<file path="config.mk">
export PLATFORM = sky130hd
export DESIGN_NAME = qam_symbol_slicer
export DESIGN_NICKNAME = d
export VERILOG_FILES = /design/src/rtl/qam_demap_pkg.sv /design/src/rtl/qam_axis_slicer.sv /design/src/rtl/qam_symbol_slicer.sv
export SDC_FILE = /design/constraint.sdc
export NUM_CORES = 1
export LEC_CHECK = 0
export BUFFER_PORTS_ARGS = -buffer_cell sky130_fd_sc_hd__buf_2
export CAP_MARGIN = 20
export CORE_UTILIZATION = 47
export DETAILED_ROUTE_END_ITERATION = 12
export PLACE_DENSITY = 0.74
export SETUP_SLACK_MARGIN = 0.15
export SYNTH_ARGS = -nofsm -noshare
export SYNTH_HDL_FRONTEND = slang
export SYNTH_HIERARCHICAL = 1
export SYNTH_SLANG_ARGS = --single-unit
</file>
<file path="constraint.sdc">
create_clock -name dclk -period 3.8 [get_ports dclk]
set_clock_uncertainty 0.1 [all_clocks]
set_input_delay 0 -clock dclk [delete_from_list [all_inputs] [get_ports dclk]]
set_output_delay 0 -clock dclk [all_outputs]
set_load 0.02 [all_outputs]
</file>
<file path="src/rtl/qam_demap_pkg.sv">
// Shared constants for the QAM slicer and demapper: Gray codes, bits per symbol
// and the default 16-QAM decision threshold.
package qam_demap_pkg;

    localparam logic [1:0] G_OUTER_POS = 2'b10;
    localparam logic [1:0] G_INNER_POS = 2'b11;
    localparam logic [1:0] G_INNER_NEG = 2'b01;
    localparam logic [1:0] G_OUTER_NEG = 2'b00;

    localparam int BPS_QPSK    = 2;
    localparam int BPS_16      = 4;
    localparam int THR_DEFAULT = 32;

    typedef enum logic {
        MODE_QPSK  = 1'b0,
        MODE_QAM16 = 1'b1
    } mode_e;

endpackage

</file>
<file path="src/rtl/qam_axis_slicer.sv">
// Combinational hard decision for one signed axis: 2-bit Gray code and sign.
// Zero counts as positive; +THR is an outer point, -THR an inner one.
module qam_axis_slicer
    import qam_demap_pkg::*;
#(
    parameter int IQ_W = 8,
    parameter int THR  = THR_DEFAULT
) (
    input  logic signed [IQ_W-1:0] x,
    output logic [1:0]             gray,
    output logic                   pos
);

    localparam logic signed [IQ_W-1:0] THR_P = IQ_W'(THR);
    localparam logic signed [IQ_W-1:0] THR_N = IQ_W'(-THR);

    // Threshold decision on the signed sample
    always_comb begin
        gray = G_OUTER_NEG;
        pos  = ~x[IQ_W-1];
        if (x >= THR_P) begin
            gray = G_OUTER_POS;
        end else if (!x[IQ_W-1]) begin
            gray = G_INNER_POS;
        end else if (x >= THR_N) begin
            gray = G_INNER_NEG;
        end else begin
            gray = G_OUTER_NEG;
        end
    end

endmodule

</file>
<file path="src/rtl/qam_symbol_slicer.sv">
// Hard-decision QAM slicer: slice stage, MSB-first bit packer, FIFO write
// stage with drop accounting and saturating symbol/drop counters.
module qam_symbol_slicer
    import qam_demap_pkg::*;
#(
    parameter int IQ_W  = 8,
    parameter int THR   = THR_DEFAULT,
    parameter int OUT_W = 8,
    parameter int CNT_W = 16
) (
    input  logic                   dclk,
    input  logic                   reset,
    input  logic                   enable,
    input  logic                   qam16,
    input  logic                   in_valid,
    input  logic signed [IQ_W-1:0] in_i,
    input  logic signed [IQ_W-1:0] in_q,
    input  logic                   write_enable,
    input  logic                   wfull,
    output logic [OUT_W-1:0]       wdata,
    output logic                   winc,
    output logic                   busy,
    output logic [CNT_W-1:0]       sym_count,
    output logic [CNT_W-1:0]       drop_count
);

    localparam int SPW_16   = OUT_W / BPS_16;
    localparam int SPW_QPSK = OUT_W / BPS_QPSK;
    localparam int IDX_W    = $clog2(SPW_QPSK + 1);

    function automatic logic [CNT_W-1:0] sat_inc(input logic [CNT_W-1:0] v);
        return (&v) ? v : v + CNT_W'(1);
    endfunction

    logic [1:0]       gray_i_s, gray_q_s;
    logic             pos_i_s, pos_q_s;
    logic             accept_s, write_ok_s;
    logic             slice_valid_r;
    logic [3:0]       slice_sym_r;
    mode_e            slice_mode_r, pack_mode_r, mode_n_s;
    logic [IDX_W-1:0] idx_r, idx_n_s, cnt_base_s, cnt_inc_s, spw_s;
    logic [OUT_W-1:0] shift_r, shift_n_s, base_s, shifted_s;
    logic             done_s, word_valid_r;
    logic [OUT_W-1:0] word_r, wdata_r;
    logic             winc_r;
    logic [CNT_W-1:0] sym_cnt_r, drop_cnt_r;

    qam_axis_slicer #(.IQ_W(IQ_W), .THR(THR)) u_slice_i (.x(in_i), .gray(gray_i_s), .pos(pos_i_s));
    qam_axis_slicer #(.IQ_W(IQ_W), .THR(THR)) u_slice_q (.x(in_q), .gray(gray_q_s), .pos(pos_q_s));

    assign accept_s   = in_valid & enable;
    assign write_ok_s = write_enable & ~wfull;

    // Slice stage: register the symbol bits together with the mode they were sliced in
    always_ff @(posedge dclk or posedge reset) begin
        if (reset) begin
            slice_valid_r <= 1'b0;
            slice_sym_r   <= 4'b0000;
            slice_mode_r  <= MODE_QPSK;
        end else begin
            slice_valid_r <= accept_s;
            if (accept_s) begin
                slice_mode_r <= mode_e'(qam16);
                slice_sym_r  <= qam16 ? {gray_i_s, gray_q_s} : {2'b00, pos_i_s, pos_q_s};
            end else begin
                slice_mode_r <= slice_mode_r;
                slice_sym_r  <= slice_sym_r;
            end
        end
    end

    // Packer: a symbol in a different mode than the pending word restarts the word
    always_comb begin
        idx_n_s    = idx_r;
        shift_n_s  = shift_r;
        mode_n_s   = pack_mode_r;
        done_s     = 1'b0;
        base_s     = shift_r;
        cnt_base_s = idx_r;
        shifted_s  = shift_r;
        cnt_inc_s  = idx_r;
        spw_s      = (slice_mode_r == MODE_QAM16) ? IDX_W'(SPW_16) : IDX_W'(SPW_QPSK);
        if (!enable) begin
            idx_n_s = {IDX_W{1'b0}};
        end else if (slice_valid_r) begin
            if ((idx_r == {IDX_W{1'b0}}) || (slice_mode_r != pack_mode_r)) begin
                mode_n_s   = slice_mode_r;
                base_s     = {OUT_W{1'b0}};
                cnt_base_s = {IDX_W{1'b0}};
            end else begin
                base_s     = shift_r;
                cnt_base_s = idx_r;
            end
            shifted_s = (slice_mode_r == MODE_QAM16) ? ((base_s << BPS_16) | OUT_W'(slice_sym_r))
                                                     : ((base_s << BPS_QPSK) | OUT_W'(slice_sym_r[1:0]));
            cnt_inc_s = cnt_base_s + IDX_W'(1);
            if (cnt_inc_s == spw_s) begin
                done_s  = 1'b1;
                idx_n_s = {IDX_W{1'b0}};
            end else begin
                idx_n_s   = cnt_inc_s;
                shift_n_s = shifted_s;
            end
        end else if ((idx_r != {IDX_W{1'b0}}) && (mode_e'(qam16) != pack_mode_r)) begin
            idx_n_s = {IDX_W{1'b0}};
        end else begin
            idx_n_s = idx_r;
        end
    end

    // Pack state and the completed-word register feeding the write stage
    always_ff @(posedge dclk or posedge reset) begin
        if (reset) begin
            idx_r        <= {IDX_W{1'b0}};
            shift_r      <= {OUT_W{1'b0}};
            pack_mode_r  <= MODE_QPSK;
            word_valid_r <= 1'b0;
            word_r       <= {OUT_W{1'b0}};
        end else begin
            idx_r        <= idx_n_s;
            shift_r      <= shift_n_s;
            pack_mode_r  <= mode_n_s;
            word_valid_r <= done_s;
            word_r       <= done_s ? shifted_s : word_r;
        end
    end

    // Write stage: a completed word is written or dropped, never delayed
    always_ff @(posedge dclk or posedge reset) begin
        if (reset) begin
            winc_r     <= 1'b0;
            wdata_r    <= {OUT_W{1'b0}};
            drop_cnt_r <= {CNT_W{1'b0}};
        end else begin
            winc_r <= word_valid_r & write_ok_s;
            if (word_valid_r && write_ok_s) begin
                wdata_r    <= word_r;
                drop_cnt_r <= drop_cnt_r;
            end else if (word_valid_r) begin
                wdata_r    <= wdata_r;
                drop_cnt_r <= sat_inc(drop_cnt_r);
            end else begin
                wdata_r    <= wdata_r;
                drop_cnt_r <= drop_cnt_r;
            end
        end
    end

    // Accepted-symbol counter
    always_ff @(posedge dclk or posedge reset) begin
        if (reset) begin
            sym_cnt_r <= {CNT_W{1'b0}};
        end else begin
            sym_cnt_r <= accept_s ? sat_inc(sym_cnt_r) : sym_cnt_r;
        end
    end

    assign wdata      = wdata_r;
    assign winc       = winc_r;
    assign sym_count  = sym_cnt_r;
    assign drop_count = drop_cnt_r;
    assign busy       = slice_valid_r | (idx_r != {IDX_W{1'b0}});

endmodule
</file>
==> results.sh <==
export IMPL_cts_made_buffers=9
export IMPL_place_hpwl_um=4190
export IMPL_synth_xor_area_share_pct=7.10
export IMPL_die_h_um=84.6
export IMPL_synth_edf_count=0
export IMPL_syn_nets=307
export IMPL_synth_flop_cell="dfrtp_1"
export IMPL_finalPower_mw=1.65
export IMPL_portBuffers=54
export IMPL_min_path_type="in -> reg"
export IMPL_cts_clk_slew_worst_paths_ns=0.07
export IMPL_routabilityCongestion=0.788
export IMPL_grt_max_degree=45
export IMPL_fp_dieArea_um2=7150
export IMPL_r2r_cells=7
export IMPL_placed_area_um2=3530
export IMPL_status="complete, no violations"
export IMPL_period_minus_slack_ns=2.90
export IMPL_synthMuxAreaShare_pct=13.2
export IMPL_drt_pass1_iterations=7
export IMPL_wl_um=5930
export IMPL_final_period_utilization_pct=76.4
export IMPL_synth_cells=281
export IMPL_peakVddDrop_mv=0.363
export IMPL_grt_usage_pct=18.8
export IMPL_r2r_end="shift_r[2]$_DFFE_PP0P_"
export IMPL_ant_nets=0
export IMPL_rsz0062_at_grt="no"
export IMPL_tritoncts="done"
export IMPL_synth_seq_cells=66
export IMPL_fillers=587
export IMPL_overflow=0
export IMPL_worst_slew_pin_slew_ns=0.909
export IMPL_rows=29
export IMPL_postCtsSetupBuffers=0
export IMPL_start_kind="register"
export IMPL_antenna_cells=0
export IMPL_wl_per_cell_um=13.8
export IMPL_fin_nets=373
export IMPL_ys_types=45
export IMPL_worstSetupPathType="reg -> reg"
export IMPL_regArea_um2=1650
export IMPL_drt_initial_drc_count=81
export IMPL_regToRegStartpoint="slice_mode_r$_DFFE_PP0P_"
export IMPL_io_pins=65
export IMPL_max_freq_mhz=345
export IMPL_postLayoutCoreUtil_pct=59.1
export IMPL_die_x_um=84.6
export IMPL_startpoint="slice_mode_r$_DFFE_PP0P_"
export IMPL_worstPathArrival_ns=3.02
export IMPL_clock_path_buffers=2
export IMPL_crit_fanout=14
export IMPL_area_growth_pct=19.0
export IMPL_syn_area_um2=3210
export IMPL_finalHoldViolations=0
export IMPL_antenna_found_initial=0
export IMPL_max_cap_violations=0
export IMPL_synth_compound_area_share_pct=5.07
export IMPL_layout_drive_gt1_share_pct=31.5
export IMPL_clock_latency_ns=0.33
export IMPL_setup_viol=0
export IMPL_tns_ns=0
export IMPL_synthArstFlopShare_pct=100
export IMPL_grt_pass1_wl_um=10600
export IMPL_via_per_inst=5.39
export IMPL_seq_area_frac_synth_pct=51.5
export IMPL_yosys_area_share_simple_pct=19.0
export IMPL_slew_headroom_pct=39.3
export IMPL_syn_avg_cell_area_um2=11.4
export IMPL_htreeDepth=3
export IMPL_clock_sinks=66
export IMPL_crit_end="shift_r[2]$_DFFE_PP0P_"
export IMPL_reg2reg_slack_ns=0.90
export IMPL_vias=2314
export IMPL_start_util_pct=49.6
export IMPL_slew_violations=0
export IMPL_cp_end_kind="register"
export IMPL_core_um2=6460
export IMPL_yosys_warnings=6
export IMPL_final_area_um2=3820
export IMPL_crit_required_ns=3.92
export IMPL_multi_input_area_um2=1460
export IMPL_grt_pass1_vias=2291
export IMPL_synth_fa_ha_area_share_pct=1.17
export IMPL_remaining_drc_errors=0
export IMPL_root_buffer="clkbuf_8"
export IMPL_powerDensity_nw_per_um2=432
export IMPL_p_leak_nw=1.92
export IMPL_synth_top_family_by_area="simple AND/OR/NAND/NOR gates"
[through the flow]
step           std cells  setup slack, ns  hold WS (ns)
3_5_place_dp         405            0.891         0.155
3_3_place_gp         405             1.00         0.149
5_1_grt              429            0.708        0.0499
4_1_cts              429            0.876       0.00805
2_1_floorplan        281             1.36        0.0678
6_report             429            0.898        0.0390
[worst max-delay path, stage by stage, from the launching register on]
cell	delay, ns
dfrtp_1	0.54
xnor2_1	0.36
and2_1	0.21
ha_1	0.23
xor2_1	0.21
mux2i_1	0.34
and2b_1	0.45
mux2_4	0.34
[worst min-delay path by stage]
stage,start,endpoint,slack [ns],depth (start not counted)
global route,write_enable,drop_count[5]$_DFFE_PP0P_,0.05,4
floorplan,in_i[7],slice_sym_r[3]$_DFFE_PP0P_,0.07,3
detailed placement,reset,sym_count[9]$_DFFE_PP0P_,0.16,2
finish,write_enable,drop_count[5]$_DFFE_PP0P_,0.04,4
CTS,write_enable,drop_count[5]$_DFFE_PP0P_,0.008,4
global placement,reset,sym_count[9]$_DFFE_PP0P_,0.15,2
[metal layers]
layer	part of all wire, %	vias up	track usage [%]
met5	0	-	0
met4	1.8	0	9.24
met3	3.9	9	3.83
met2	46	61	29.2
met1	49	1113	25.3
li1	-	1131	-
[synthesized netlist by cell type, types with 2 or more instances]
library cell,n,area [um2]
a211oi_1,3,22.5
a21oi_1,6,30.0
a31oi_1,2,12.5
and2_1,4,25.0
and3_1,5,31.3
and4_1,4,35.0
buf_2,2,10.0
buf_6,2,22.5
clkbuf_1,4,15.0
dfrtp_1,66,1650
ha_1,3,37.5
inv_1,12,45.0
mux2_2,23,259
mux2_4,7,105
mux2i_1,6,60.1
nand2_1,27,101
nand2b_1,6,37.5
nand3_1,14,70.1
nand4_1,9,56.3
nand4b_1,2,17.5
nor2_1,7,26.3
nor3_1,7,35.0
nor4_1,5,31.3
o21ai_0,8,40.0
or2_2,2,12.5
or3_1,2,12.5
xnor2_1,13,114
xor2_1,13,114
[what timing repair did]
action	in CTS	in global routing
hold buffers	8	0
gates resized for setup	0	0
endpoints found under the hold margin	49	0
[kinds of logic after synthesis]
family,count (synthesis)
buf+inv,20
flops,66
compound gates,26
xor+xnor,26
simple gates,104
fa+ha+maj,3
mux,36
[area by class of cell]
| cell class | count | area share, % |
|---|---|---|
| Sequential cell | 66 | 43.3 |
| Clock buffer | 11 | 3.97 |
| Tap cell | 77 | 2.52 |
| Timing Repair Buffer | 63 | 9.38 |
| Multi-Input combinational cell | 195 | 38.3 |
| Clock inverter | 5 | 1.38 |
| Inverter | 12 | 1.18 |
[registers in the layout, summed over array words and instances (netlist names)]
register / flops
drop_count: 16
idx_r: 3
pack_mode_r: 1
shift_r: 6
slice_mode_r: 1
slice_sym_r: 4
slice_valid_r: 1
sym_count: 16
wdata: 8
winc: 1
word_r: 8
word_valid_r: 1
[placed cells by master, fill, tap and decap left out, types with 2 or more instances in the layout]
master	count
nand4_1	9
a21oi_1	6
a31oi_1	2
mux2_4	7
xnor2_1	13
clkbuf_8	11
or3_1	2
nand3_1	14
mux2_2	23
nand2b_1	6
buf_2	54
nand4b_1	2
a211oi_1	3
and4_1	4
ha_1	3
o21ai_0	8
dfrtp_1	66
xor2_1	13
nor3_1	7
or2_2	2
clkinv_2	3
and2_1	4
and3_1	5
nor2_1	7
mux2i_1	6
inv_1	11
nor4_1	5
dlygate4sd3_1	8
nand2_1	27
[power breakdown]
part           leakage, nW  total [mW]  switching [mW]  internal [mW]
registers            0.885       0.827          0.0712          0.756
logic                0.932       0.229           0.126          0.103
clock network        0.105       0.594           0.259          0.335
total                 1.92        1.65           0.456           1.19
No activity file was read; power rests on OpenSTA's default activity.
